--- src/rtl/fir_mac_seq.sv ---
// Time-multiplexed FIR filter: one shared signed MAC evaluates TAPS products per sample.
// Output is rounded (half up), then saturated. Coefficients can be reloaded at runtime while idle.
module fir_mac_seq #(
  parameter int DATA_W = 6,
  parameter int COEF_W = 6,
  parameter int TAPS   = 8,
  parameter int OUT_W  = 8,
  parameter int SHIFT  = 4
) (
  input  logic              clk,
  input  logic              rst_n,
  input  logic [DATA_W-1:0] in_data,
  input  logic              in_valid,
  output logic              in_ready,
  input  logic              coef_load,
  input  logic [COEF_W-1:0] coef_data,
  input  logic              coef_valid,
  output logic [OUT_W-1:0]  out_data,
  output logic              out_valid,
  output logic              busy
);

  localparam int ACC_W  = DATA_W + COEF_W + $clog2(TAPS);
  localparam int PTR_W  = $clog2(TAPS);
  localparam int PROD_W = DATA_W + COEF_W;
  localparam int RND_W  = ACC_W + 1;
  localparam int SAT_W  = (RND_W > OUT_W) ? RND_W : OUT_W + 1;
  localparam logic [PTR_W-1:0] LAST_IDX = PTR_W'(TAPS - 1);
  localparam logic signed [SAT_W-1:0] SAT_MAX = SAT_W'((2 ** (OUT_W - 1)) - 1);
  localparam logic signed [SAT_W-1:0] SAT_MIN = ~SAT_MAX;

  // busy mirrors the one-bit state register, so it doubles as the FSM debug view.
  typedef enum logic {
    S_IDLE = 1'b0,
    S_MAC  = 1'b1
  } state_t;

  state_t r_state;
  state_t w_next_state;

  logic signed [DATA_W-1:0] r_x [TAPS];
  logic signed [COEF_W-1:0] r_c [TAPS];
  logic [PTR_W-1:0]         r_wptr;
  logic [PTR_W-1:0]         r_idx;
  logic signed [ACC_W-1:0]  r_acc;
  logic [OUT_W-1:0]         r_out_data;
  logic                     r_out_valid;

  logic                     w_ready;
  logic                     w_busy;
  logic                     w_accept;
  logic                     w_last;
  logic                     w_coef_wr;
  logic signed [PROD_W-1:0] w_prod;
  logic signed [ACC_W-1:0]  w_sum;
  logic signed [RND_W-1:0]  w_rnd;
  logic signed [SAT_W-1:0]  w_wide;
  logic [OUT_W-1:0]         w_sat;

  always_ff @(posedge clk or negedge rst_n) begin
    if (!rst_n) begin
      r_state <= S_IDLE;
    end else begin
      r_state <= w_next_state;
    end
  end

  always_comb begin
    w_next_state = r_state;
    case (r_state)
      S_IDLE:  if (in_valid && !coef_load) w_next_state = S_MAC;
      S_MAC:   if (r_idx == LAST_IDX) w_next_state = S_IDLE;
      default: w_next_state = S_IDLE;
    endcase
  end

  // Input handshake: a sample transfers on a rising edge where in_valid && in_ready.
  // in_ready is high only in IDLE with coef_load low, so a coefficient write always wins.
  always_comb begin
    w_ready   = 1'b0;
    w_busy    = 1'b0;
    w_accept  = 1'b0;
    w_last    = 1'b0;
    w_coef_wr = 1'b0;
    case (r_state)
      S_IDLE: begin
        w_ready   = !coef_load;
        w_accept  = in_valid && !coef_load;
        w_coef_wr = coef_load && coef_valid;
      end
      S_MAC: begin
        w_busy = 1'b1;
        w_last = (r_idx == LAST_IDX);
      end
      default: ;
    endcase
  end

  assign w_prod = r_x[r_idx] * r_c[r_idx];
  assign w_sum  = r_acc + $signed({{(ACC_W - PROD_W){w_prod[PROD_W-1]}}, w_prod});

  // One guard bit keeps the rounding offset from wrapping the accumulator.
  if (SHIFT > 0) begin : g_round
    localparam logic signed [RND_W-1:0] HALF = RND_W'(2 ** (SHIFT - 1));
    assign w_rnd = ($signed({w_sum[ACC_W-1], w_sum}) + HALF) >>> SHIFT;
  end else begin : g_no_round
    assign w_rnd = $signed({w_sum[ACC_W-1], w_sum});
  end

  assign w_wide = SAT_W'(w_rnd);

  always_comb begin
    w_sat = w_wide[OUT_W-1:0];
    if (w_wide > SAT_MAX) begin
      w_sat = SAT_MAX[OUT_W-1:0];
    end else if (w_wide < SAT_MIN) begin
      w_sat = SAT_MIN[OUT_W-1:0];
    end
  end

  always_ff @(posedge clk or negedge rst_n) begin
    if (!rst_n) begin
      for (int k = 0; k < TAPS; k++) r_x[k] <= '0;
      r_acc <= '0;
      r_idx <= '0;
    end else if (w_accept) begin
      for (int k = TAPS - 1; k > 0; k--) r_x[k] <= r_x[k-1];
      r_x[0] <= in_data;
      r_acc  <= '0;
      r_idx  <= '0;
    end else if (w_busy) begin
      r_acc <= w_sum;
      r_idx <= w_last ? '0 : r_idx + 1'b1;
    end
  end

  // The pointer only moves while idle; it rewinds whenever coef_load is released.
  always_ff @(posedge clk or negedge rst_n) begin
    if (!rst_n) begin
      for (int k = 0; k < TAPS; k++) r_c[k] <= '0;
      r_wptr <= '0;
    end else if (w_coef_wr) begin
      r_c[r_wptr] <= coef_data;
      r_wptr      <= (r_wptr == LAST_IDX) ? '0 : r_wptr + 1'b1;
    end else if ((r_state == S_IDLE) && !coef_load) begin
      r_wptr <= '0;
    end
  end

  always_ff @(posedge clk or negedge rst_n) begin
    if (!rst_n) begin
      r_out_data  <= '0;
      r_out_valid <= 1'b0;
    end else begin
      r_out_valid <= w_last;
      if (w_last) r_out_data <= w_sat;
    end
  end

  assign in_ready  = w_ready;
  assign busy      = w_busy;
  assign out_data  = r_out_data;
  assign out_valid = r_out_valid;

endmodule

--- config.mk ---
export PLATFORM = sky130hd
export DESIGN_NAME = fir_mac_seq
export DESIGN_NICKNAME = d
export VERILOG_FILES = /design/src/rtl/fir_mac_seq.sv
export SDC_FILE = /design/constraint.sdc
export NUM_CORES = 1
export LEC_CHECK = 0
export BUFFER_PORTS_ARGS = -buffer_cell sky130_fd_sc_hd__buf_2
export CAP_MARGIN = 20
export CORE_MARGIN = 2
export CORE_UTILIZATION = 26
export CTS_BUF_LIST = sky130_fd_sc_hd__clkbuf_4
export DETAILED_ROUTE_END_ITERATION = 12
export GPL_TIMING_DRIVEN = 0
export HOLD_SLACK_MARGIN = 0.02
export PLACE_DENSITY = 0.45
export SETUP_SLACK_MARGIN = 0.3
export SLEW_MARGIN = 30
export SYNTH_ARGS = -nofsm -noshare
export SYNTH_HDL_FRONTEND = slang
export SYNTH_SLANG_ARGS = --single-unit
--- constraint.sdc ---
create_clock -name clk -period 6.4 [get_ports clk]
set_input_delay 0.64 -clock clk [delete_from_list [all_inputs] [get_ports clk]]
set_output_delay 0.64 -clock clk [all_outputs]
set_load 0.005 [all_outputs]
==> results.md, run 1 <==
- TritonCTS created 17 clock buffers.
- The floorplan row count is 64.
- After technology mapping, the gate count stands at 670.
- The achievable frequency is 159 MHz.
- At the end of routability-driven placement, the weighted congestion stood at a little under 0.8.
- Clock-pin slew was measured on the worst setup and hold paths at 0.15 ns.
- The worst clock skew is about 0.024 ns.
- In this run the biggest area consumer among cell types represents slightly below 40% of the synthesized area.
- The post-route fraction of the period consumed by the critical path is slightly below 100%.
- The number of DRC markers in iteration 0 is between 300 and 400.
- The average wire length per cell after detail routing is around 16 microns.
- Synthesis instantiated slightly above 60 different standard cells from the library.
- After routing the design area is approximately 10,000 sq um.
- After routing, the total negative slack on setup checks comes to 0 ns.
- Averaged over all synthesized cells, the footprint is between 10 and 15 sq um.
- The first global-routing pass estimated 32.4 mm of wire.
- The area of placed instances is between 8000 and 9000 sq um.
- The sequential element share of the synthesized area is 39.1%.
- From left edge to right edge, the die measures approximately 180 microns.
- The initial core utilization is between 20% and 30%.
- The cell area after technology mapping is between 8000 and 9000 sq um.
- The number of levels in the clock H-tree is 4.
- The clock latency of the later-clocked register in the worst-skew pair is a little under 0.6 ns.
- TritonCTS built the clock tree.
- During synthesis, Yosys emitted a total of 0 warnings.
- The largest total area in the synthesized netlist belongs to dfrtp_1.
- The tightest hold path in the finished design has a slack of between 0.2 and 0.3 ns.
- The endpoint class of the critical path is a register.
- The worst slew slack as a fraction of its limit is a little under half.
- The fraction of synthesis flops using an asynchronous set or reset pin is 100%.
- The number of antenna violations at the first check in global routing was 1.
- After layout, the minimum clock period comes to between 6 and 7 ns.
- In this run the remaining antenna-violating nets after routing total 0.
- Across the run, the number of max-cap violations was 0.
- For the worst setup path, the data required time is a little under 7 ns.
- The port buffer count is 27.
- In the routed design, unresolved DRC markers number 0.
- By area the synthesized netlist is led by dfrtp_1, mux2_2, fa_1.
- The clock sink count is 127.
- The setup-violating endpoint count in the final report is 0.
- The I/O pin count is 28.
- The worst endpoint data arrival time is around 6.8 ns.
- The number of failing hold endpoints at the final stage is 0.
- Sorting the synthesized cells by how often they occur yields dfrtp_1, mux2_2, inv_1.
- The via count normalized by instance count is between 4 and 5.
- The wire-length estimate of the detail-placed layout is roughly 14 mm.
- The remaining global-route overflow is 0.
- The die covers roughly 33,000 sq um.
- The final route contains about 5,500 vias.
- The most numerous cell in the Yosys netlist is dfrtp_1.
- The die is 181 microns tall.
- The total routed wirelength is slightly below 20 mm.
- The root buffer cell chosen for the clock tree is clkbuf_4.
- The biggest fanout along the worst timing path is 8.
- The class of the most critical hold timing path is in2reg.
- The kind of start point of the critical path is a register.
- For this run, the post-layout net count is between 800 and 900.
- The share of final-layout standard cells stronger than drive strength 1 is roughly two fifths.
- Compared with the post-synthesis result, the final layout area differs by 24.9%.
- Entering global routing, the biggest net connects between 80 and 90 pins.
- The global router's overall resource usage is about an eighth.
- Measured on the finished design, the core utilization comes to roughly a third.
- The total nets after synthesis is roughly 770.
- The run finished with clean final reports.
- The number of detailed-route iterations in the first pass is 4.
- The number of slew-limit violations in the final report came to 0.
- The slew at the pin with the worst max-slew slack is between 0.8 and 0.9 ns.
- The floorplan step defined a core boundary enclosing a little over 30,000 sq um.
- The via count of the first global-routing pass came to a little under 6,000.
- Among all flip-flop cells after synthesis, the most frequent one is dfrtp_1.
- By startpoint and endpoint, the worst setup path is classified as reg2reg.
- Yosys mapped a number of flops with a built-in enable equal to 0.
- The clock tree buffer depth is 2.
- The synthesized design contains 127 register bits.
- Setup repair after global routing could not meet its margin everywhere.
## cells in the final DEF (no fill, tap or decap), types with 9 or more instances in the layout
| cell | synthesis | routed |
|---|---|---|
| mux4_2 | 24 | 24 |
| nand2_1 | 25 | 24 |
| xnor2_1 | 10 | 9 |
| nor2_1 | 42 | 37 |
| clkbuf_4 | 0 | 17 |
| clkbuf_1 | 17 | 10 |
| a22o_1 | 15 | 15 |
| mux2i_4 | 0 | 12 |
| mux2_2 | 97 | 97 |
| inv_1 | 79 | 75 |
| dfrtp_1 | 127 | 126 |
| fa_1 | 41 | 38 |
| buf_4 | 1 | 53 |
| buf_2 | 2 | 27 |
| o21ai_0 | 16 | 12 |
| a21oi_1 | 17 | 13 |
| ha_1 | 40 | 38 |
## through the flow
stage	cells	worst slack [ns]
floorplan	670	0.301
global placement	1093	-1.12
detailed placement	1094	-1.07
CTS	1175	0.0709
global route	1190	-0.168
finish	1190	0.0995
## sequential cells by signal, summed over array words and instances (netlist names)
name and flops:
out_valid 1, r_state 1, r_acc 15, r_idx 3, r_wptr 3, out_data 8
r_x 48, r_c 48
## cells by family after synthesis
family                   after synthesis  synth area share, %
AO/OA/AOI/OAI                         88                 8.30
XOR/XNOR                              18                 2.53
adder cells (fa/ha/maj)               81                 16.3
buffers and inverters                104                 4.97
flip-flops                           127                 39.1
multiplexers                         134                 21.7
AND/OR/NAND/NOR                      118                 7.14
## critical path, cell delays in order (launching register included)
cell and delay, ns:
dfrtp_2 0.43, buf_8 0.15, buf_12 0.15, mux4_2 0.54, mux2i_4 0.28, nor2_4 0.08
fa_2 0.64, inv_4 0.07, fa_1 0.49, inv_1 0.05, fa_1 0.49, fa_1 0.42
ha_1 0.30, buf_6 0.13, a311o_1 0.35, a21oi_2 0.16, a211oi_4 0.06, buf_6 0.14
buf_6 0.11, o311ai_4 0.25, a41oi_2 0.17, a311oi_2 0.36, o41ai_4 0.14, buf_6 0.16
o311ai_2 0.07
## what timing repair did
action,4_1_cts,5_1_grt
hold endpoints to repair,45,0
setup endpoints to repair,13,8
gates cloned,2,0
pin swaps,42,20
gates resized for setup,55,26
hold buffers,1,0
buffers inserted,46,13
## area by class of cell
cell class | count | area, sq um
Antenna cell | 2 | 5.00
Sequential cell | 127 | 3180
Fill cell | 3088 | 20500
Buffer | 25 | 190
Clock buffer | 17 | 128
Multi-Input combinational cell | 439 | 4940
Clock inverter | 15 | 196
Inverter | 79 | 299
Tap cell | 396 | 495
Timing Repair Buffer | 90 | 717
## worst paths after layout
check,from,endpoint,slack [ns],cells after the start
min reg2reg,r_acc[3],r_acc[3],0.51,2
max reg2reg,r_idx[0],out_data[0],0.1,24
min in group asynchronous,rst_n,out_data[6],0.54,2
min,in_data[3],r_x[45],0.28,2
max,r_idx[0],out_data[0],0.1,24
max in group asynchronous,rst_n,r_c[22],5.08,3
## per-layer routing
| layer | track usage (%) | vias up | wire, microns |
|---|---|---|---|
| met5 | 0 | - | 0 |
| met4 | 4.23 | 0 | 429 |
| met3 | 2.20 | 26 | 473 |
| met2 | 21.8 | 75 | 9610 |
| met1 | 16.2 | 2823 | 9090 |
| li1 | - | 2570 | - |
Power of run 1 is not shown: default switching activity piles up to over one toggle a cycle in this logic, so the estimate is an artifact.
==> inputs of run 2 (changes only) <==
MAX_ROUTING_LAYER = met4   (was unset)
==> results.md, run 2 (synthesis gave the netlist of run 1 again) <==
- After clock tree synthesis, the clock-pin slew on the worst setup and hold paths is around 0.15 ns.
- The standard cell core area is approximately 30,000 sq um.
- The number of levels in the clock H-tree is 4.
- The post-route antenna net violation count is 0.
- In the layout the commonest cells are dfrtp_1, mux2_2, inv_1.
- The library cell used most frequently in the layout, excluding fill and tap cells, is dfrtp_1.
- The clock passes through at most 2 buffers.
- The register area is ~3200 sq um.
- The number of maximum-capacitance violations is 0.
- The setup-violating endpoint count in the final report is 0.
- Data on the critical path is required at its endpoint by approximately 6.9 ns.
- The slack of the worst reg-to-reg path is ~0.099 ns.
- The net count reported at finish is slightly below 900.
- The clock latency of the later-clocked register in the worst-skew pair is 0.58 ns.
- The tightest min-delay check is of the in2reg type.
- The via count of the first global-routing pass came to 5,947.
- The number of buffers created by CTS is 17.
- The first global-routing pass estimated roughly 32 mm of wire.
- The clock sink count is between 100 and 150.
- The post-route fraction of the period consumed by the critical path is a little over nine tenths.
- The DRC violations left is 0.
- Global routing consumed, over all layers together, about an eighth of the routing resources.
- The run finished with clean final reports.
- The total routed wirelength is between 15 and 20 mm.
- The first routing iteration left about 290 violations.
- In the final layout, the registers with the most flip-flops are r_c x48, r_x x48, r_acc x15.
- The number of slew-limit violations in the final report came to 0.
- The worst register-to-register path begins at r_idx[0].
- Across all hold checks on the routed design, the worst slack comes to ~0.28 ns.
- The filler cells instantiated in the layout total 3,093.
- The kind of start point of the critical path is a register.
- The via total after detailed routing is 5,475.
- The final period demand of the worst path is about 6.3 ns.
- For the worst flop-to-flop path, the logic depth is 24.
- The type of the worst setup path is reg2reg.
- The endpoint class of the critical path is a register.
- The worst hold path was traced through 2 stages.
- For this design the top-level I/O count stands at 28.
- Compared with the post-synthesis result, the final layout area differs by 24.8%.
- The floorplan row count is 64.
- The port buffer count is 27.
- The average wire length per cell after detail routing is 16.5 microns.
- The number of detailed-route iterations in the first pass is 4.
- The slew at the pin with the worst max-slew slack is 0.795 ns.
- Setup repair after global routing could not meet its margin everywhere.
- Of all nets on the critical path, the largest fanout is 8.
- The number of failing hold endpoints at the final stage is 0.
- The endpoint identified for the worst register-to-register timing path is out_data[0].
- Summed over all nets, the half-perimeter wirelength after detailed placement is around 14 mm.
- The worst clock skew is ~0.027 ns.
- The via count normalized by instance count is between 4 and 5.
- The initial core utilization is approximately a quarter.
- Static timing analysis puts the maximum clock frequency at 159 MHz.
- The number of antenna violations at the first check in global routing is 1.
- At the worst endpoint, the arrival time is ~6.8 ns.
- The die is roughly 180 microns tall.
- The CTS tree is done.
- The worst hold path terminates at r_x[45].
- In the final layout, the share of cells above drive strength 1 is between 40% and 50%.
- The worst hold path begins at in_data[3].
- The floorplan step defined a die boundary enclosing about 33,000 sq um.
- The root buffer selected by CTS is clkbuf_4.
- The floorplan step set the die width to 181 microns.
- In the final layout, the multi-input gates occupy 4930 sq um.
- The worst slew slack as a fraction of its limit is roughly 47%.
- Entering global routing, the biggest net connects 83 pins.
- Global routing finished with a remaining overflow of 0.
- The final weighted congestion in routability-driven placement is around 0.80.
## run 2: area by class of cell
type / count / share of cell area, %
well taps: 396 / 4.88
flip-flops and latches: 127 / 31.3
inverters: 79 / 2.95
multi-input cells: 439 / 48.6
plain buffers: 25 / 1.84
repair buffers: 91 / 7.14
diodes: 2 / 0.0493
clock inverters: 15 / 1.94
clock buffers: 17 / 1.26
## run 2: how the worst max path moves through the flow
stage / from / to / slack, ns
2_1_floorplan: r_idx[0] / out_data[0] / 0.30
3_3_place_gp: r_idx[1] / out_data[0] / -1.12
3_5_place_dp: r_idx[1] / out_data[0] / -1.07
4_1_cts: r_idx[0] / out_data[0] / 0.07
5_1_grt: r_idx[0] / out_data[0] / -0.15
6_report: r_idx[0] / out_data[0] / 0.1
## run 2: repair_timing
action,in CTS,in global routing
gates cloned,2,0
endpoints found under the setup margin,13,8
resized for setup,55,23
hold endpoints to repair,45,0
hold buffers,1,0
buffers inserted,46,14
pin swaps,42,17
## run 2: worst max-delay path: stages, from the launching register on
cell and delay [ns]:
dfrtp_2 0.43, buf_8 0.15, buf_12 0.15, mux4_2 0.54
mux2i_4 0.28, nor2_4 0.08, fa_2 0.64, inv_4 0.07
fa_1 0.49, inv_1 0.05, fa_1 0.49, fa_1 0.42
ha_1 0.30, buf_6 0.13, a311o_1 0.36, a21oi_2 0.16
a211oi_4 0.06, buf_6 0.14, buf_6 0.11, o311ai_4 0.25
a41oi_2 0.17, a311oi_2 0.36, o41ai_4 0.15, buf_6 0.16
o311ai_2 0.07
## run 2: per-layer routing
metal	part of all wire, %	vias to the layer above	global-route usage, %	wire [microns]
met5	0	-	-	0
met4	2.1	0	4.23	422
met3	2.0	26	2.20	384
met2	49	59	21.9	9620
met1	47	2821	16.2	9260
li1	-	2569	-	-
## run 2: metrics by stage
| step | setup TNS (ns) | utilization, % | std cells | cell area (sq um) | setup slack (ns) |
|---|---|---|---|---|---|
| after floorplan | 0 | - | 670 | 8270 | 0.301 |
| after global placement | -8.14 | 29.0 | 1093 | 8900 | -1.12 |
| after detailed placement | -7.77 | 29.2 | 1094 | 8960 | -1.07 |
| after CTS | 0 | 32.5 | 1175 | 9970 | 0.0709 |
| after global routing | -0.901 | 33.1 | 1191 | 10100 | -0.149 |
| final | 0 | 33.1 | 1191 | 10100 | 0.0986 |
Power of run 2 is left out for the same reason.
==> inputs of run 3 (changes only) <==
BUFFER_PORTS_ARGS = -buffer_cell sky130_fd_sc_hd__buf_4   (was -buffer_cell sky130_fd_sc_hd__buf_2)
CORE_MARGIN = unset   (was 2)
HOLD_SLACK_MARGIN = 0.05   (was 0.02)
==> results.md, run 3 (synthesis gave the netlist of run 1 again) <==
- The flow ran to the end, and the final reports show no timing, DRC or antenna violations.
- The clock-pin transition on the worst setup and hold timing paths is 0.15 ns.
- The critical path is of the reg2reg type.
- The number of slew-limit violations in the final report is 0.
- The port buffer count is 27.
- The library cell used most frequently in the layout, excluding fill and tap cells, is dfrtp_1.
- The first global-routing pass estimated roughly 33 mm of wire.
- The number of levels in the clock H-tree is 4.
- The cell count of the worst reg-to-reg path is 25.
- The kind of start point of the critical path is a register.
- The average wire length per cell after detail routing is 16.3 microns.
- The final weighted congestion in routability-driven placement is 0.788.
- The first detailed-routing pass ran for 4 iterations.
- The worst hold path belongs to the class in2reg.
- The setup-violating endpoint count in the final report is 0.
- The maximum number of pins on one net before global-route repair is 70.
- The achievable frequency is 160 MHz.
- In this run the deepest clock path goes through 2 buffers.
- The post-route antenna net violation count is 0.
- After detailed routing, the number of remaining DRC violations is 0.
- At the end of the flow, the number of nets in the layout was slightly below 900.
- Between clock sinks in the finished design, the worst skew comes to 0.0245 ns.
- Pin placement for this block handled 28 I/O pins.
- The slew at the pin with the worst max-slew slack is 0.812 ns.
- The initialized floorplan defines 64 standard-cell rows.
- Clock tree synthesis inserted a total of 17 buffers.
- Across all hold checks on the routed design, the worst slack comes to roughly 0.3 ns.
- The number of DRC markers in iteration 0 is between 200 and 250.
- The endpoint identified for the worst register-to-register timing path is out_data[6].
- The clock sink count is 127.
- The share of final-layout standard cells stronger than drive strength 1 is between 40% and 50%.
- The reg-to-reg critical path startpoint is r_idx[0].
- After layout, the minimum clock period comes to roughly 6.3 ns.
- The root buffer selected by CTS is clkbuf_4.
- The number of antenna violations at the first check in global routing is 1.
- In this run the worst path has a maximum fanout of 8.
- The remaining global-route overflow is 0.
- The global router's overall resource usage is around 14%.
- Leaving out fill and tap cells, the most frequent cells in the layout are dfrtp_1, mux2_2, buf_4.
- The number of maximum-capacitance violations is 0.
- The via count normalized by instance count is 4.61.
- Compared with the post-synthesis result, the final layout area differs by 28.4%.
- Tracing the worst setup path back leads to its startpoint at r_idx[0].
- The standard cell core area is between 30,000 and 40,000 sq um.
- Measured along the x axis, the die boundary spans 179 microns.
- The via total after detailed routing is between 5,000 and 6,000.
- The vertical die dimension is between 150 and 200 microns.
- The most critical setup path has its endpoint at out_data[6].
- The number of failing hold endpoints at the final stage came to 0.
- Across all register-to-register paths, the minimum setup slack is 0.15 ns.
- Setup repair after global routing could not meet its margin everywhere.
- TritonCTS built the clock tree.
- STA classifies the critical path endpoint as a register.
- The startpoint identified for the worst hold timing path is in_data[5].
- The final HPWL from detailed placement is ~14 mm.
- At the worst endpoint, the arrival time is between 6 and 7 ns.
- The total routed wirelength is around 20 mm.
- Prior to clock tree synthesis, the placed netlist has a worst setup slack of -0.956 ns.
- In the final layout, the registers with the most flip-flops are r_c x48, r_x x48, r_acc x15.
- Clock latency on the worst-skew pair, taken at its later pin, is 0.55 ns.
- After routing, the total negative slack on setup checks comes to 0 ns.
- The area enclosed by the die boundary is ~32,000 sq um.
- The post-route fraction of the period consumed by the critical path is between 90% and 100%.
- In the post-route analysis, the smallest setup slack over all paths is between 0.1 and 0.15 ns.
- STA puts the critical path data required time at 6.85 ns.
- The worst slew slack as a fraction of its limit is a little under half.
- Once the floorplan was initialized, standard cells occupied a little over a quarter of the core.
- The via count of the first global-routing pass is just over 6,000.
run 3: metal layers:
layer	global-route usage (%)	vias up	routed length (microns)
met5	-	-	0
met4	4.56	0	435
met3	2.74	28	480
met2	22.7	64	9490
met1	17.6	2863	9250
li1	-	2594	-
run 3: worst max-delay path: stages, from the launching register on:
cell and delay (ns):
dfrtp_1 0.44, clkbuf_16 0.19, buf_12 0.14, mux4_2 0.54
mux2i_4 0.26, buf_6 0.15, nor2_2 0.04, fa_1 0.54
inv_2 0.04, fa_1 0.51, inv_2 0.04, fa_2 0.52
inv_2 0.04, fa_2 0.52, inv_2 0.04, ha_4 0.29
nand3_1 0.08, a21o_1 0.23, a2111o_1 0.42, nand4_4 0.16
a2111oi_2 0.05, a22o_1 0.19, a22o_1 0.23, a211oi_4 0.30
buf_4 0.17, o21ai_1 0.05
run 3: through the flow:
stage               utilization, %  area [sq um]  instances
floorplan                        -          8270        670
global placement              29.3          8970       1093
detailed placement            29.5          9030       1095
CTS                           33.6         10300       1188
global route                  34.0         10400       1203
finish                        34.0         10400       1203
run 3: final cells by class:
cell class                 count  area (sq um)
fill                        3076         20200
multi-input combinational    439          5030
sequential                   127          3180
timing repair buffer         103           892
tap                          396           495
inverter                      79           299
buffer                        25           208
clock inverter                15           199
clock buffer                  17           128
antenna                        2          5.00
run 3: worst min-delay path by stage:
stage,endpoint,slack (ns),depth (start not counted)
3_5_place_dp,r_acc[3],0.48,2
3_3_place_gp,r_acc[3],0.47,2
2_1_floorplan,out_data[0],0.34,0
4_1_cts,r_x[45],0.25,2
6_report,r_x[47],0.30,2
5_1_grt,r_x[46],0.23,2
run 3: what timing repair did:
action	CTS	global route
endpoints found under the setup margin	14	8
pin swaps	59	11
gates resized for setup	93	15
endpoints found under the hold margin	58	0
buffers inserted	58	13
hold buffers	1	0
gates cloned	2	0
Power of run 3 is left out for the same reason.
